<file path="src/rtl/seg7_scan_driver.sv">
// seg7_scan_driver: display back-end for the calculator.
// Captures a signed result, converts it to BCD with shift-add-3 and scans four
// common-anode 7-segment digits (active-low anodes and segments).
// Optional build macro LEADING_ZERO_BLANK_EN blanks leading zero digits.
module seg7_scan_driver #(
  parameter int unsigned DATA_WIDTH    = 16,
  parameter int unsigned REFRESH_DIV   = 50000,
  parameter int unsigned ANODE_WIDTH   = 4,
  parameter int unsigned SEGMENT_WIDTH = 8
) (
  input  logic                     clk,
  input  logic                     rst,
  input  logic [DATA_WIDTH-1:0]    value,
  input  logic                     value_valid,
  input  logic                     err,
  input  logic                     point,
  output logic                     busy,
  output logic [ANODE_WIDTH-1:0]   anodes,
  output logic [SEGMENT_WIDTH-1:0] segments
);

  localparam int unsigned CNT_W  = (REFRESH_DIV > 1) ? $clog2(REFRESH_DIV) : 1;
  localparam int unsigned STEP_W = $clog2(DATA_WIDTH + 1);
  localparam int unsigned BCD_W  = 16;

  localparam logic [SEGMENT_WIDTH-1:0] SEG_ZERO  = SEGMENT_WIDTH'(8'hC0);
  localparam logic [SEGMENT_WIDTH-1:0] SEG_E     = SEGMENT_WIDTH'(8'h86);
  localparam logic [SEGMENT_WIDTH-1:0] SEG_MINUS = SEGMENT_WIDTH'(8'hBF);
  localparam logic [SEGMENT_WIDTH-1:0] SEG_BLANK = SEGMENT_WIDTH'(8'hFF);

  typedef enum logic [1:0] {
    S_IDLE   = 2'd0,
    S_CONV   = 2'd1,
    S_COMMIT = 2'd2
  } state_t;

  state_t                  r_state;
  logic                    r_busy;
  logic [DATA_WIDTH-1:0]   r_bin;
  logic [BCD_W-1:0]        r_bcd;
  logic [STEP_W-1:0]       r_step;
  logic                    r_cap_err;
  logic                    r_cap_neg;
  logic                    r_cap_point;
  logic [BCD_W-1:0]        r_disp_bcd;
  logic                    r_disp_err;
  logic                    r_disp_neg;
  logic                    r_disp_point;

  logic [CNT_W-1:0]         r_div_cnt;
  logic [1:0]               r_idx;
  logic [ANODE_WIDTH-1:0]   r_anodes;
  logic [SEGMENT_WIDTH-1:0] r_segments;

  logic                     w_neg;
  logic                     w_min;
  logic [DATA_WIDTH-1:0]    w_mag;
  logic                     w_ovf;
  logic [BCD_W-1:0]         w_bcd_adj;
  logic                     w_wrap;
  logic [1:0]               w_idx_next;
  logic [3:0]               w_nib;
  logic [SEGMENT_WIDTH-1:0] w_seg_next;

  function automatic logic [SEGMENT_WIDTH-1:0] seg_of(input logic [3:0] d);
    case (d)
      4'd0:    seg_of = SEGMENT_WIDTH'(8'hC0);
      4'd1:    seg_of = SEGMENT_WIDTH'(8'hF9);
      4'd2:    seg_of = SEGMENT_WIDTH'(8'hA4);
      4'd3:    seg_of = SEGMENT_WIDTH'(8'hB0);
      4'd4:    seg_of = SEGMENT_WIDTH'(8'h99);
      4'd5:    seg_of = SEGMENT_WIDTH'(8'h92);
      4'd6:    seg_of = SEGMENT_WIDTH'(8'h82);
      4'd7:    seg_of = SEGMENT_WIDTH'(8'hF8);
      4'd8:    seg_of = SEGMENT_WIDTH'(8'h80);
      4'd9:    seg_of = SEGMENT_WIDTH'(8'h90);
      default: seg_of = SEG_BLANK;
    endcase
  endfunction

  // Sign, magnitude and range check of the incoming operand
  always_comb begin
    w_neg = value[DATA_WIDTH-1];
    w_min = w_neg && (value[DATA_WIDTH-2:0] == '0);
    w_mag = w_neg ? DATA_WIDTH'(~value + DATA_WIDTH'(1)) : value;
    w_ovf = w_min
         || (!w_neg && (32'(w_mag) > 32'd9999))
         || ( w_neg && (32'(w_mag) > 32'd999));
  end

  // Add-3 correction of every BCD nibble that is 5 or more before the shift
  always_comb begin
    w_bcd_adj = r_bcd;
    for (int i = 0; i < 4; i++) begin
      if (r_bcd[4*i +: 4] >= 4'd5) begin
        w_bcd_adj[4*i +: 4] = r_bcd[4*i +: 4] + 4'd3;
      end
    end
  end

  // Capture / convert / commit FSM; a new valid pulse always restarts
  always_ff @(posedge clk or posedge rst) begin
    if (rst) begin
      r_state      <= S_IDLE;
      r_busy       <= 1'b0;
      r_bin        <= '0;
      r_bcd        <= '0;
      r_step       <= '0;
      r_cap_err    <= 1'b0;
      r_cap_neg    <= 1'b0;
      r_cap_point  <= 1'b0;
      r_disp_bcd   <= '0;
      r_disp_err   <= 1'b0;
      r_disp_neg   <= 1'b0;
      r_disp_point <= 1'b0;
    end else if (value_valid) begin
      r_state     <= S_CONV;
      r_busy      <= 1'b1;
      r_bin       <= w_mag;
      r_bcd       <= '0;
      r_step      <= '0;
      r_cap_err   <= err | w_ovf;
      r_cap_neg   <= w_neg;
      r_cap_point <= point;
    end else begin
      case (r_state)
        S_CONV: begin
          r_bcd  <= {w_bcd_adj[BCD_W-2:0], r_bin[DATA_WIDTH-1]};
          r_bin  <= {r_bin[DATA_WIDTH-2:0], 1'b0};
          r_step <= r_step + STEP_W'(1);
          if (r_step == STEP_W'(DATA_WIDTH - 1)) begin
            r_state <= S_COMMIT;
          end
        end
        S_COMMIT: begin
          r_disp_bcd   <= r_bcd;
          r_disp_err   <= r_cap_err;
          r_disp_neg   <= r_cap_neg;
          r_disp_point <= r_cap_point;
          r_busy       <= 1'b0;
          r_state      <= S_IDLE;
        end
        default: r_state <= S_IDLE;
      endcase
    end
  end

  // Segment pattern for the digit that will be selected after this edge
  always_comb begin
    w_wrap     = (r_div_cnt == CNT_W'(REFRESH_DIV - 1));
    w_idx_next = w_wrap ? (r_idx + 2'd1) : r_idx;
    w_nib      = r_disp_bcd[4*w_idx_next +: 4];
    w_seg_next = seg_of(w_nib);
    if (r_disp_neg && (w_idx_next == 2'd3)) begin
      w_seg_next = SEG_MINUS;
    end
`ifdef LEADING_ZERO_BLANK_EN
    if ((w_idx_next != 2'd0)
        && !(r_disp_point && (w_idx_next <= 2'd2))
        && !(r_disp_neg && (w_idx_next == 2'd3))
        && ((r_disp_bcd >> {w_idx_next, 2'b00}) == '0)) begin
      w_seg_next = SEG_BLANK;
    end
`endif
    if (r_disp_point && (w_idx_next == 2'd2)) begin
      w_seg_next[SEGMENT_WIDTH-1] = 1'b0;
    end
    if (r_disp_err) begin
      w_seg_next = (w_idx_next == 2'd0) ? SEG_E : SEG_ZERO;
    end
  end

  // Free-running refresh divider and digit scan; anodes and segments move together
  always_ff @(posedge clk or posedge rst) begin
    if (rst) begin
      r_div_cnt  <= '0;
      r_idx      <= 2'd0;
      r_anodes   <= ANODE_WIDTH'(4'b1110);
      r_segments <= SEG_ZERO;
    end else begin
      r_div_cnt  <= w_wrap ? '0 : (r_div_cnt + CNT_W'(1));
      r_idx      <= w_idx_next;
      r_anodes   <= ~(ANODE_WIDTH'(1) << w_idx_next);
      r_segments <= w_seg_next;
    end
  end

  assign busy     = r_busy;
  assign anodes   = r_anodes;
  assign segments = r_segments;

endmodule

</file>
<file path="config.mk">
export PLATFORM = sky130hd
export DESIGN_NAME = seg7_scan_driver
export DESIGN_NICKNAME = d
export VERILOG_FILES = /design/src/rtl/seg7_scan_driver.sv
export SDC_FILE = /design/constraint.sdc
export NUM_CORES = 1
export LEC_CHECK = 0
export BUFFER_PORTS_ARGS = -buffer_cell sky130_fd_sc_hd__buf_2
export CELL_PAD_IN_SITES_DETAIL_PLACEMENT = 1
export CELL_PAD_IN_SITES_GLOBAL_PLACEMENT = 2
export CORE_MARGIN = 3
export CORE_UTILIZATION = 32
export CTS_BUF_LIST = sky130_fd_sc_hd__clkbuf_2
export CTS_CLUSTER_DIAMETER = 150
export DETAILED_ROUTE_END_ITERATION = 16
export PLACE_DENSITY_LB_ADDON = 0.3
export REMOVE_ABC_BUFFERS = 1
export SETUP_SLACK_MARGIN = 0.1
export SYNTH_ARGS = -nofsm -noshare
export SYNTH_HDL_FRONTEND = slang
export SYNTH_SLANG_ARGS = --single-unit
</file>
<file path="constraint.sdc">
create_clock -name clk -period 3.3 [get_ports clk]
set_input_delay 0.66 -clock clk [delete_from_list [all_inputs] [get_ports clk]]
set_output_delay 0.66 -clock clk [all_outputs]
set_load 0.01 [all_outputs]
</file>
==> run_results.csv, run 1 <==
group,metric,value,unit
timing,final_max_slew_viol_count,0,
floorplanning,initial_core_util,33.1,%
run_status,status,"complete, no violations",
yosys,synth_edf_count,0,
grt,gr-usage-met1,17.2,%
power_and_ir_drop,powerDensity,343,nW/um^2
timing,worstMarginPinSlew,0.957,ns
place,io_buffers,33,
final_layout,diodes,0,
timing,finalSetupTns,0,ns
place,globalplace.congestion,0.794,
floorplanning,die_h,129,um
yosys,netlist_area,4840,um^2
worst_setup_path,cp_max_fo,5,
yosys,ys_ff_latch,92,
timing,grt_setup_unrepaired,"false",
final_layout,final_common_cell,"dfrtp_1",
yosys,synth_simple_gate_area_share,17.7,%
clock_tree,insertion_delay,0.56,ns
detailed_routing,drt.antenna.violating_nets,0,
final_layout,final-seq-area,2310,um^2
place,dp_hpwl,7.51,mm
place,dpl.cell_count,697,
final_layout,drive_gt1_share,18.6,%
grt,grt-ovfl-total,0,
yosys,synth_flop_cell,"dfrtp_1",
power_and_ir_drop,vdd_ir_drop_max,0.000109,V
timing,relSlewSlack,36.2,%
yosys,syn_area_per_cell,9.78,um^2
floorplanning,die-area,16600,um^2
clock_tree,cts-htree-levels,3,
clock_tree,cts_root_buf,"clkbuf_2",
yosys,synthAdderAreaFrac,4.39,%
clock_tree,cts_hold_buf,0,
clock_tree,cts_buffer_depth,2,
final_layout,mostFrequentLayoutCells,"dfrtp_1, nand2_1, nor2_1",
detailed_routing,via_per_inst,5.01,
worst_hold_path,hold_class,"input port to async pin",
timing,setup-violations-final,0,
grt,antenna_found_initial,0,
floorplanning,core,14600,um^2
worst_setup_path,end_kind,"register",
detailed_routing,drt_first_iter_violations,99,
clock_tree,cts.clk_slew.worst_paths,0.23,ns
grt,grt_pass1_vias,3697,
worst_setup_path,path_class,"register to register",
yosys,ys_seq_area_share,47.7,%
yosys,yosysUniqueCellTypes,61,
final_layout,fin_nets,564,
final_layout,area_delta_synth_final,9.12,%
final_layout,multi_input_area,2320,um^2
yosys,ys_async_sr_fraction,100,%
grt,grtUsageMet2,22.3,%
worst_setup_path,r2r_slack,0.35,ns
power_and_ir_drop,p_leak,2.41,nW
worst_setup_path,r2r_start,"r_div_cnt[0]",
floorplanning,rows,44,
grt,grt_pass1_wl,18.0,mm
yosys,synth_xor_area_share,7.00,%
worst_setup_path,start_kind,"register",
timing,hold_viol,0,
yosys,synthCells,495,
yosys,synthMuxAreaShare,6.75,%
detailed_routing,vias,3583,
grt,grtUsageMet3,2.20,%
timing,skew,0.0305,ns
clock_tree,cts_tree,"built",
detailed_routing,route.detailed.drc,0,
timing,min_period,2.95,ns
timing,fmax,339,MHz
floorplanning,ios,34,
detailed_routing,routedWlPerCell,14.8,um
yosys,synth_compound_area_share,11.8,%
floorplanning,die_w,129,um
yosys,synth_top_family_by_area,"simple AND/OR/NAND/NOR gates",
detailed_routing,wl,10.5,mm
final_layout,final_cells,715,
clock_tree,cts_buffers,9,
worst_setup_path,r2r_cells,11,
clock_tree,clkSinkCount,92,
grt,grt_max_degree,48,
final_layout,fill_cells,1702,
yosys,synth_warnings,0,
worst_setup_path,cp.arrival,3.45,ns
flow_run,maxCapViolations,0,
grt,grt.busiest_layer,"met2",
worst_setup_path,critPathRequiredTime,3.80,ns
grt,gr-usage-all-layers,13.3,%
timing,fin_crit_sh,89.5,%
worst_setup_path,rr_endpoint,"segments[6]",
detailed_routing,dr.pass1.iters,4,
## cells by family (layout without fill, tap and decap cells)
logic type | count (synthesis) | after routing
and+or+nand+nor | 180 | 180
AOI/OAI and AO/OA | 92 | 92
DFF | 92 | 92
buffers and inverters | 47 | 83
xor gates and xnor gates | 37 | 37
muxes | 30 | 30
adders and majority gates | 17 | 17
## registers in the layout, summed over array words and instances, names as in the netlist
signal / cells
r_disp_bcd: 16
r_disp_point: 1
r_div_cnt: 16
r_disp_neg: 1
r_cap_err: 1
r_idx: 2
busy: 1
r_bcd: 16
r_cap_point: 1
r_step: 5
r_disp_err: 1
r_cap_neg: 1
segments: 8
r_state: 2
r_bin: 16
anodes: 4
## synth_stat cells (all sizes together), types with 2 or more instances
| library cell | instances | share of area, % |
|---|---|---|
| dfrtp | 87 | 45 |
| nand2 | 72 | 5.6 |
| nor2 | 44 | 3.4 |
| o21ai | 31 | 3.2 |
| a21oi | 25 | 2.7 |
| inv | 23 | 1.8 |
| xnor2 | 21 | 4.0 |
| mux2 | 18 | 4.2 |
| clkbuf | 17 | 1.5 |
| ha | 17 | 4.4 |
| xor2 | 16 | 3.1 |
| and3 | 12 | 1.6 |
| mux2i | 12 | 2.6 |
| nand3 | 12 | 1.2 |
| a31oi | 11 | 1.4 |
| nand2b | 9 | 1.2 |
| buf | 7 | 1.3 |
| dfstp | 5 | 2.7 |
| o22ai | 4 | 0.52 |
| o31ai | 4 | 0.72 |
| or2 | 4 | 0.57 |
| or4 | 4 | 0.85 |
| a211oi | 3 | 0.47 |
| nor2b | 3 | 0.39 |
| nor3 | 3 | 0.31 |
| nor4 | 3 | 0.39 |
| or3 | 3 | 0.41 |
| a2111oi | 2 | 0.62 |
| a222oi | 2 | 0.41 |
| a22oi | 2 | 0.31 |
| nand4 | 2 | 0.26 |
| nor3b | 2 | 0.31 |
| o41ai | 2 | 0.36 |
## worst max-delay path by stage
stage                      start     endpoint  slack, ns  depth (start not counted)
detailed placement      value[2]    r_cap_err       0.18                          8
CTS                 r_div_cnt[0]  segments[4]       0.16                          9
floorplan                    rst    anodes[0]       0.26                          1
global placement        value[2]    r_cap_err       0.24                          8
global route        r_div_cnt[0]  segments[4]       0.11                          9
finish              r_div_cnt[0]  segments[6]       0.35                         11
## where the power goes
group | internal (mW) | switching, mW | total (mW)
Sequential | 1.16 | 0.0224 | 1.18
Combinational | 0.0621 | 0.100 | 0.162
Clock | 0.102 | 0.363 | 0.464
Total | 1.33 | 0.485 | 1.81
## layout make-up
class	instances	area share, %
clock buffers	12	1.14
clock inverters	4	0.332
inverters	23	1.66
multi-input cells	356	43.9
flip-flops and latches	92	43.7
well taps	184	4.36
repair buffers	44	4.93
## critical path: stages (launching register included)
cell       delay (ns)
dfrtp_1          0.42
ha_1             0.18
and3_1           0.24
and4_1           0.38
mux2i_2          0.41
inv_1            0.11
o221ai_1         0.30
inv_1            0.11
ha_1             0.19
nand2_1          0.12
a2111oi_2        0.08
or3_1            0.35
## repair_timing
action | 4_1_cts | 5_1_grt
setup buffers | 0 | 2
endpoints found under the setup margin | 0 | 2
resized for setup | 0 | 1
## through the flow
stage	instance area, um^2	utilization [%]	hold WS [ns]	power [mW]	setup slack, ns
floorplan	4700	-	0.396	1.30	0.256
global placement	5190	35.4	0.437	1.36	0.244
detailed placement	5190	35.4	0.454	1.37	0.179
CTS	5260	35.9	0.176	1.85	0.161
global route	5280	36.1	0.188	1.93	0.105
finish	5280	36.1	0.200	1.81	0.348
## routing by layer
metal | routed length, um | part of all wire (%)
met5 | 0 | 0
met4 | 188 | 1.8
met3 | 228 | 2.2
met2 | 5080 | 48
met1 | 5050 | 48
Power figures use the tool's default switching activity.
==> run 2, diff against run 1 <==
--- a/config.mk
+++ b/config.mk
@@ -5,6 +5,7 @@
 export SDC_FILE = /design/constraint.sdc
 export NUM_CORES = 1
 export LEC_CHECK = 0
+export ABC_AREA = 1
 export BUFFER_PORTS_ARGS = -buffer_cell sky130_fd_sc_hd__buf_2
 export CELL_PAD_IN_SITES_DETAIL_PLACEMENT = 1
 export CELL_PAD_IN_SITES_GLOBAL_PLACEMENT = 2
==> run 2 against run 1 <==
  * Fmax is 13% higher
  * Highest routed layer unchanged
  * Largest cell class is now flip-flops and latches
  * Largest power group unchanged
  * Critical path type unchanged
  * Critical endpoint is now segments[3]
  * First-iteration DRC count rose by 100%
  * Clock-buffer cell count shrank 1
==> run_results.csv, run 2 <==
group,metric,value,unit
timing,fin_crit_sh,79.3,%
place,io_buffers,33,
place,globalplace.congestion,0.824,
final_layout,mostFrequentLayoutCells,"nand2_1, dfrtp_1, inv_1",
clock_tree,clkSinkCount,92,
final_layout,stdcell_area,5510,um^2
worst_setup_path,crit_path_max_incr_delay,0.44,ns
grt,grt_max_degree,54,
clock_tree,cts_buffer_depth,2,
worst_setup_path,cpMostUsedCell,"nand2_1",
worst_setup_path,start_kind,"register",
worst_setup_path,r2r_slack,0.68,ns
floorplanning,core,14900,um^2
clock_tree,cts.clk_slew.worst_paths,0.27,ns
detailed_routing,wl,12.1,mm
timing,final_max_slew_viol_count,0,
timing,hold_viol,0,
final_layout,area_delta_synth_final,10.6,%
timing,worstMarginPinSlew,1.05,ns
grt,grt-ovfl-total,0,
timing,finalSetupTns,0,ns
final_layout,fin_nets,708,
final_layout,fill_cells,1848,
detailed_routing,drt_first_iter_violations,202,
final_layout,multi_input_area,2260,um^2
run_status,status,"complete, no violations",
floorplanning,initial_core_util,33.5,%
clock_tree,cts_buffers,9,
floorplanning,ios,34,
flow_run,maxCapViolations,0,
floorplanning,die_h,131,um
final_layout,drive_gt1_share,13.2,%
worst_setup_path,end_kind,"register",
clock_tree,insertion_delay,0.59,ns
worst_setup_path,path_delay_family,"simple AND/OR/NAND/NOR gates",
place,dp_hpwl,9.07,mm
clock_tree,post_cts_resized,0,
worst_setup_path,crit_buf_inv,3,
timing,min_period,2.62,ns
clock_tree,cts_root_buf,"clkbuf_2",
clock_tree,cts_tree,"built",
place,place_area,5370,um^2
detailed_routing,vias,4191,
detailed_routing,routedWlPerCell,14.1,um
worst_setup_path,cp_cell_sequence,"ha_1 -> nand3_2 -> nor2_4 -> nand2_4 -> nand2_8 -> nand2_4 -> inv_2 -> nand2_1 -> nor2_1 -> nor2_1 -> nand2_1 -> inv_1 -> ha_1 -> nand2_1 -> nand3_1 -> nand3_1 -> nand2_1 -> inv_1",
power_and_ir_drop,powerDensity,376,nW/um^2
yosys,ys_seq_area_share,46.4,%
yosys,synth_most_common_cell,"nand2_1",
clock_tree,cts_setup_buffers,0,
worst_setup_path,crit_path_top_delay_cell,"dfrtp_1",
timing,skew,0.0424,ns
detailed_routing,via_per_inst,4.87,
grt,antenna_found_initial,1,
yosys,ys_async_sr_fraction,100,%
power_and_ir_drop,vdd_ir_drop_max,0.000131,V
yosys,synth_flop_cell,"dfrtp_1",
yosys,netlist_area,4980,um^2
worst_hold_path,hold_class,"input port to async pin",
worst_setup_path,critPathLaunch,"r_div_cnt[0]",
grt,gr-usage-all-layers,15.4,%
yosys,ys_ff_latch,92,
clock_tree,cts_hold_buf,0,
power_and_ir_drop,p_total,2.07,mW
yosys,synth_top_area_cell,"dfrtp_1",
timing,relSlewSlack,29.6,%
timing,grt_setup_unrepaired,"false",
yosys,synth_warnings,0,
grt,grt_pass1_wl,21.0,mm
yosys,synth_edf_count,0,
timing,fmax,382,MHz
timing,worst_hold_slack,0.130,ns
timing,setup-violations-final,0,
final_layout,final-seq-area,2310,um^2
detailed_routing,drt.antenna.violating_nets,0,
yosys,synthTopCellsByArea,"dfrtp_1, nand2_1, inv_1",
yosys,synthCells,633,
floorplanning,die_w,131,um
clock_tree,cts-htree-levels,3,
floorplanning,rows,44,
power_and_ir_drop,p_leak,2.77,nW
worst_setup_path,critPathRequiredTime,3.80,ns
detailed_routing,route.detailed.drc,0,
final_layout,final_common_cell,"nand2_1",
grt,grt_pass1_vias,4406,
worst_setup_path,r2r_start,"r_div_cnt[0]",
yosys,yosysUniqueCellTypes,38,
worst_setup_path,path_class,"register to register",
worst_setup_path,cp.arrival,3.12,ns
floorplanning,die-area,17100,um^2
worst_setup_path,cp_max_fo,17,
detailed_routing,dr.pass1.iters,4,
yosys,ys_top_cells_by_count,"nand2_1, dfrtp_1, inv_1",
yosys,syn_area_per_cell,7.86,um^2
yosys,synth_top_area_share,43.8,%
-- run 2: cell types whose count changed in the layout (fill, tap and decap cells not counted), moves of 7 or more --
cell / delta
nand2_1: +92
inv_1: +61
nand3_1: +37
o21ai_0: +26
mux2_2: -18
xnor2_1: -18
a31oi_1: -11
and3_1: -10
mux2i_1: -10
nor2_1: +10
nand2_2: +9
nand2b_1: -9
nor3_1: +7
-- run 2: worst register-to-register path, cell delays in order (launching register included) --
cell     delay (ns)
dfrtp_1        0.44
ha_1           0.20
nand3_2        0.15
nor2_4         0.19
nand2_4        0.11
nand2_8        0.10
nand2_4        0.13
inv_2          0.12
nand2_1        0.08
nor2_1         0.11
nor2_1         0.06
nand2_1        0.13
inv_1          0.10
ha_1           0.28
nand2_1        0.07
nand3_1        0.09
nand3_1        0.06
nand2_1        0.07
inv_1          0.04
-- run 2: power breakdown --
group / total (mW) / internal [mW] / switching [mW]
clock network: 0.642 / 0.255 / 0.387
registers: 1.21 / 1.18 / 0.0272
logic: 0.221 / 0.0767 / 0.144
total: 2.07 / 1.51 / 0.559
-- run 2: kinds of logic after synthesis --
logic type / synth area share [%]
xor+xnor: 2.64
simple gates: 28.1
fa+ha+maj: 4.27
flops: 46.4
compound gates: 10.5
buf+inv: 8.10
-- run 2: path summary, 6_finish.rpt --
path | cells past startpoint | to
worst min-delay path | 2 | r_step[3]
min in group clk | 3 | r_cap_point
worst max register to register | 18 | segments[3]
worst max-delay path | 18 | segments[3]
max in group asynchronous | 3 | anodes[3]
worst min register to register | 1 | segments[7]
-- run 2: metrics by stage --
step / setup WS, ns / cells / utilization, %
final: 0.683 / 860 / 37.0
after global routing: 0.375 / 860 / 37.0
after CTS: 0.616 / 859 / 37.0
after detailed placement: 0.606 / 843 / 36.1
after global placement: 0.676 / 843 / 36.1
after floorplan: 0.256 / 621 / -
-- run 2: metal layers --
metal	vias to the layer above	routed length (um)	GRT usage, %
met5	-	0	0
met4	0	224	5.93
met3	14	296	2.28
met2	44	5880	26.4
met1	2031	5680	19.5
li1	2102	-	-
-- run 2: layout make-up --
| type | count | share of cell area, % |
|---|---|---|
| Inverter | 92 | 6.39 |
| Clock inverter | 5 | 1.41 |
| Tap cell | 184 | 4.18 |
| Timing Repair Buffer | 38 | 3.91 |
| Multi-Input combinational cell | 437 | 41.1 |
| Sequential cell | 92 | 41.9 |
| Antenna cell | 1 | 0.0455 |
| Clock buffer | 11 | 1.00 |
==> run 3, diff against run 2 <==
==> constraint.sdc (replaced) <==
create_clock -name clk -period 2.5 [get_ports clk]
set_input_delay 0.5 -clock clk [delete_from_list [all_inputs] [get_ports clk]]
set_output_delay 0.5 -clock clk [all_outputs]
set_load 0.01 [all_outputs]
==> run 3 against run 2 <==
  * Clock-buffer cell count down 1
  * Die area stayed put
  * Utilization increased by 2.6 points
  * Flip-flop and latch count unchanged
  * Worst setup slack lost 0.51 ns
  * Power grew 33%
  * Sequential share of layout area fell by 2.8 points
  * Cell count increased by 3.5%
  * Critical path type unchanged
  * Highest routed layer unchanged
==> run_results.csv, run 3 (synthesized netlist as in run 2, its figures left out) <==
group,metric,value,unit
detailed_routing,drt_first_iter_violations,184,
grt,grt_max_degree,38,
final_layout,fill_cells,1833,
clock_tree,cts_root_buf,"clkbuf_2",
power_and_ir_drop,clkPwrFrac,30.8,%
worst_hold_path,hold_class,"input port to register",
timing,worst_hold_slack,0.120,ns
power_and_ir_drop,p_leak,2.94,nW
power_and_ir_drop,intPower,2.00,mW
place,io_buffers,33,
final_layout,area_delta_synth_final,18.5,%
detailed_routing,met2_wirelength,6.30,mm
final_layout,drive_gt1_share,19.9,%
clock_tree,cts-htree-levels,3,
grt,grt-ovfl-total,0,
clock_tree,insertion_delay,0.59,ns
detailed_routing,wl_met3,306,um
timing,postLayoutSetupSlackWorst,0.177,ns
final_layout,final_util,39.7,%
power_and_ir_drop,p_comb_share,11.3,%
detailed_routing,wl,12.6,mm
worst_setup_path,cp.arrival,2.84,ns
worst_setup_path,end_kind,"register",
detailed_routing,dr.pass1.iters,4,
floorplanning,die-area,17100,um^2
place,post-place-ws,-0.0194,ns
timing,fmax,430,MHz
timing,worstMarginPinSlew,0.645,ns
worst_setup_path,critPathRequiredTime,3.02,ns
timing,grt_setup_unrepaired,"true",
floorplanning,die_h,131,um
timing,fin_crit_sh,92.9,%
timing,final_max_slew_viol_count,0,
clock_tree,cts_buffers,9,
final_layout,final_common_cell,"nand2_1",
grt,grt_pass1_wl,21.3,mm
power_and_ir_drop,p_total,2.74,mW
floorplanning,die_w,131,um
final_layout,mostFrequentLayoutCells,"nand2_1, dfrtp_1, inv_1",
run_status,status,"complete, no violations",
floorplanning,rows,44,
power_and_ir_drop,p_seq_share,58.0,%
clock_tree,clkSinkCount,92,
grt,grt_pass1_vias,4481,
clock_tree,cts_buffer_depth,2,
worst_setup_path,cp_max_fo,7,
timing,min_period,2.32,ns
worst_setup_path,path_class,"register to register",
power_and_ir_drop,power.share.switching,27.3,%
timing,relSlewSlack,56.9,%
worst_setup_path,start_kind,"register",
detailed_routing,drt.antenna.violating_nets,0,
floorplanning,ios,34,
timing,setup-violations-final,0,
flow_run,maxCapViolations,0,
detailed_routing,highest_layer,"met4",
clock_tree,cts_tree,"built",
final_layout,stdcell_area,5900,um^2
detailed_routing,route.detailed.drc,0,
place,place_area,5420,um^2
final_layout,final-seq-area,2310,um^2
detailed_routing,vias,4282,
detailed_routing,routedWlPerCell,14.2,um
clock_tree,cts.clk_slew.worst_paths,0.24,ns
timing,finalSetupTns,0,ns
final_layout,fin_nets,738,
final_layout,multi_input_area,2410,um^2
place,dpl.cell_count,849,
power_and_ir_drop,vdd_ir_drop_max,0.000175,V
grt,gr-usage-all-layers,15.6,%
floorplanning,initial_core_util,33.5,%
place,globalplace.congestion,0.766,
power_and_ir_drop,powerDensity,465,nW/um^2
grt,antenna_found_initial,1,
final_layout,final_cells,890,
place,dp_hpwl,9.24,mm
timing,skew,0.0186,ns
floorplanning,core,14900,um^2
detailed_routing,wl_met1,5.76,mm
timing,hold_viol,0,
power_and_ir_drop,power.switching,0.749,mW
detailed_routing,via_per_inst,4.81,
## run 3: metal layers
metal | vias to the layer above | track usage (%)
met3 | 16 | 2.40
met5 | - | 0
met1 | 2059 | 19.2
met4 | 0 | 6.35
li1 | 2150 | -
met2 | 57 | 27.3
## run 3: worst max-delay path, stage by stage (launching register included)
cell and delay [ns]:
dfrtp_1 0.49, inv_2 0.05, nor2_2 0.13, nand2_1 0.11, nor2_4 0.11, nand2_1 0.07, nand2_1 0.09, nand2_2 0.08
inv_2 0.16, nand2_4 0.07, nor2_1 0.10, nor2_1 0.07, nand2_2 0.10, inv_2 0.07, ha_4 0.26, nand2_1 0.07
nand3_2 0.06, nand3_1 0.06, nand2_1 0.07, inv_1 0.04
## run 3: layout make-up
| cell class | instances | area share [%] |
|---|---|---|
| clock inverter | 6 | 1.34 |
| antenna | 1 | 0.0424 |
| inverter | 92 | 6.09 |
| multi-input combinational | 438 | 40.8 |
| sequential | 92 | 39.2 |
| clock buffer | 10 | 0.849 |
| timing repair buffer | 67 | 7.79 |
| tap | 184 | 3.90 |
## run 3: repair_timing
item / 4_1_cts / 5_1_grt
cloned: 0 / 1
gates resized for setup: 1 / 36
endpoints found under the hold margin: 16 / 0
endpoints found under the setup margin: 6 / 7
pin swaps: 3 / 16
hold buffers: 1 / 0
setup buffers: 4 / 18
## run 3: power by group through the flow
| stage | Clock [mW] | Combinational [mW] | Sequential [mW] |
|---|---|---|---|
| finish | 0.844 | 0.309 | 1.59 |
| global route | 0.939 | 0.366 | 1.60 |
| CTS | 0.883 | 0.304 | 1.59 |
| detailed placement | 0 | 0.300 | 1.62 |
| global placement | 0 | 0.291 | 1.62 |
| floorplan | 0 | 0.192 | 1.61 |
## run 3: path summary, 6_finish.rpt
path                         startpoint            to  slack (ns)  cells past startpoint
setup / recovery           r_div_cnt[6]   segments[3]        0.18                     19
hold / removal                    point   r_cap_point        0.12                      3
setup reg to reg           r_div_cnt[6]   segments[3]        0.18                     19
hold reg to reg            r_disp_point   segments[7]        0.49                      1
max in group asynchronous           rst   segments[6]        1.52                      4
min in group asynchronous           rst  r_div_cnt[1]        0.34                      3
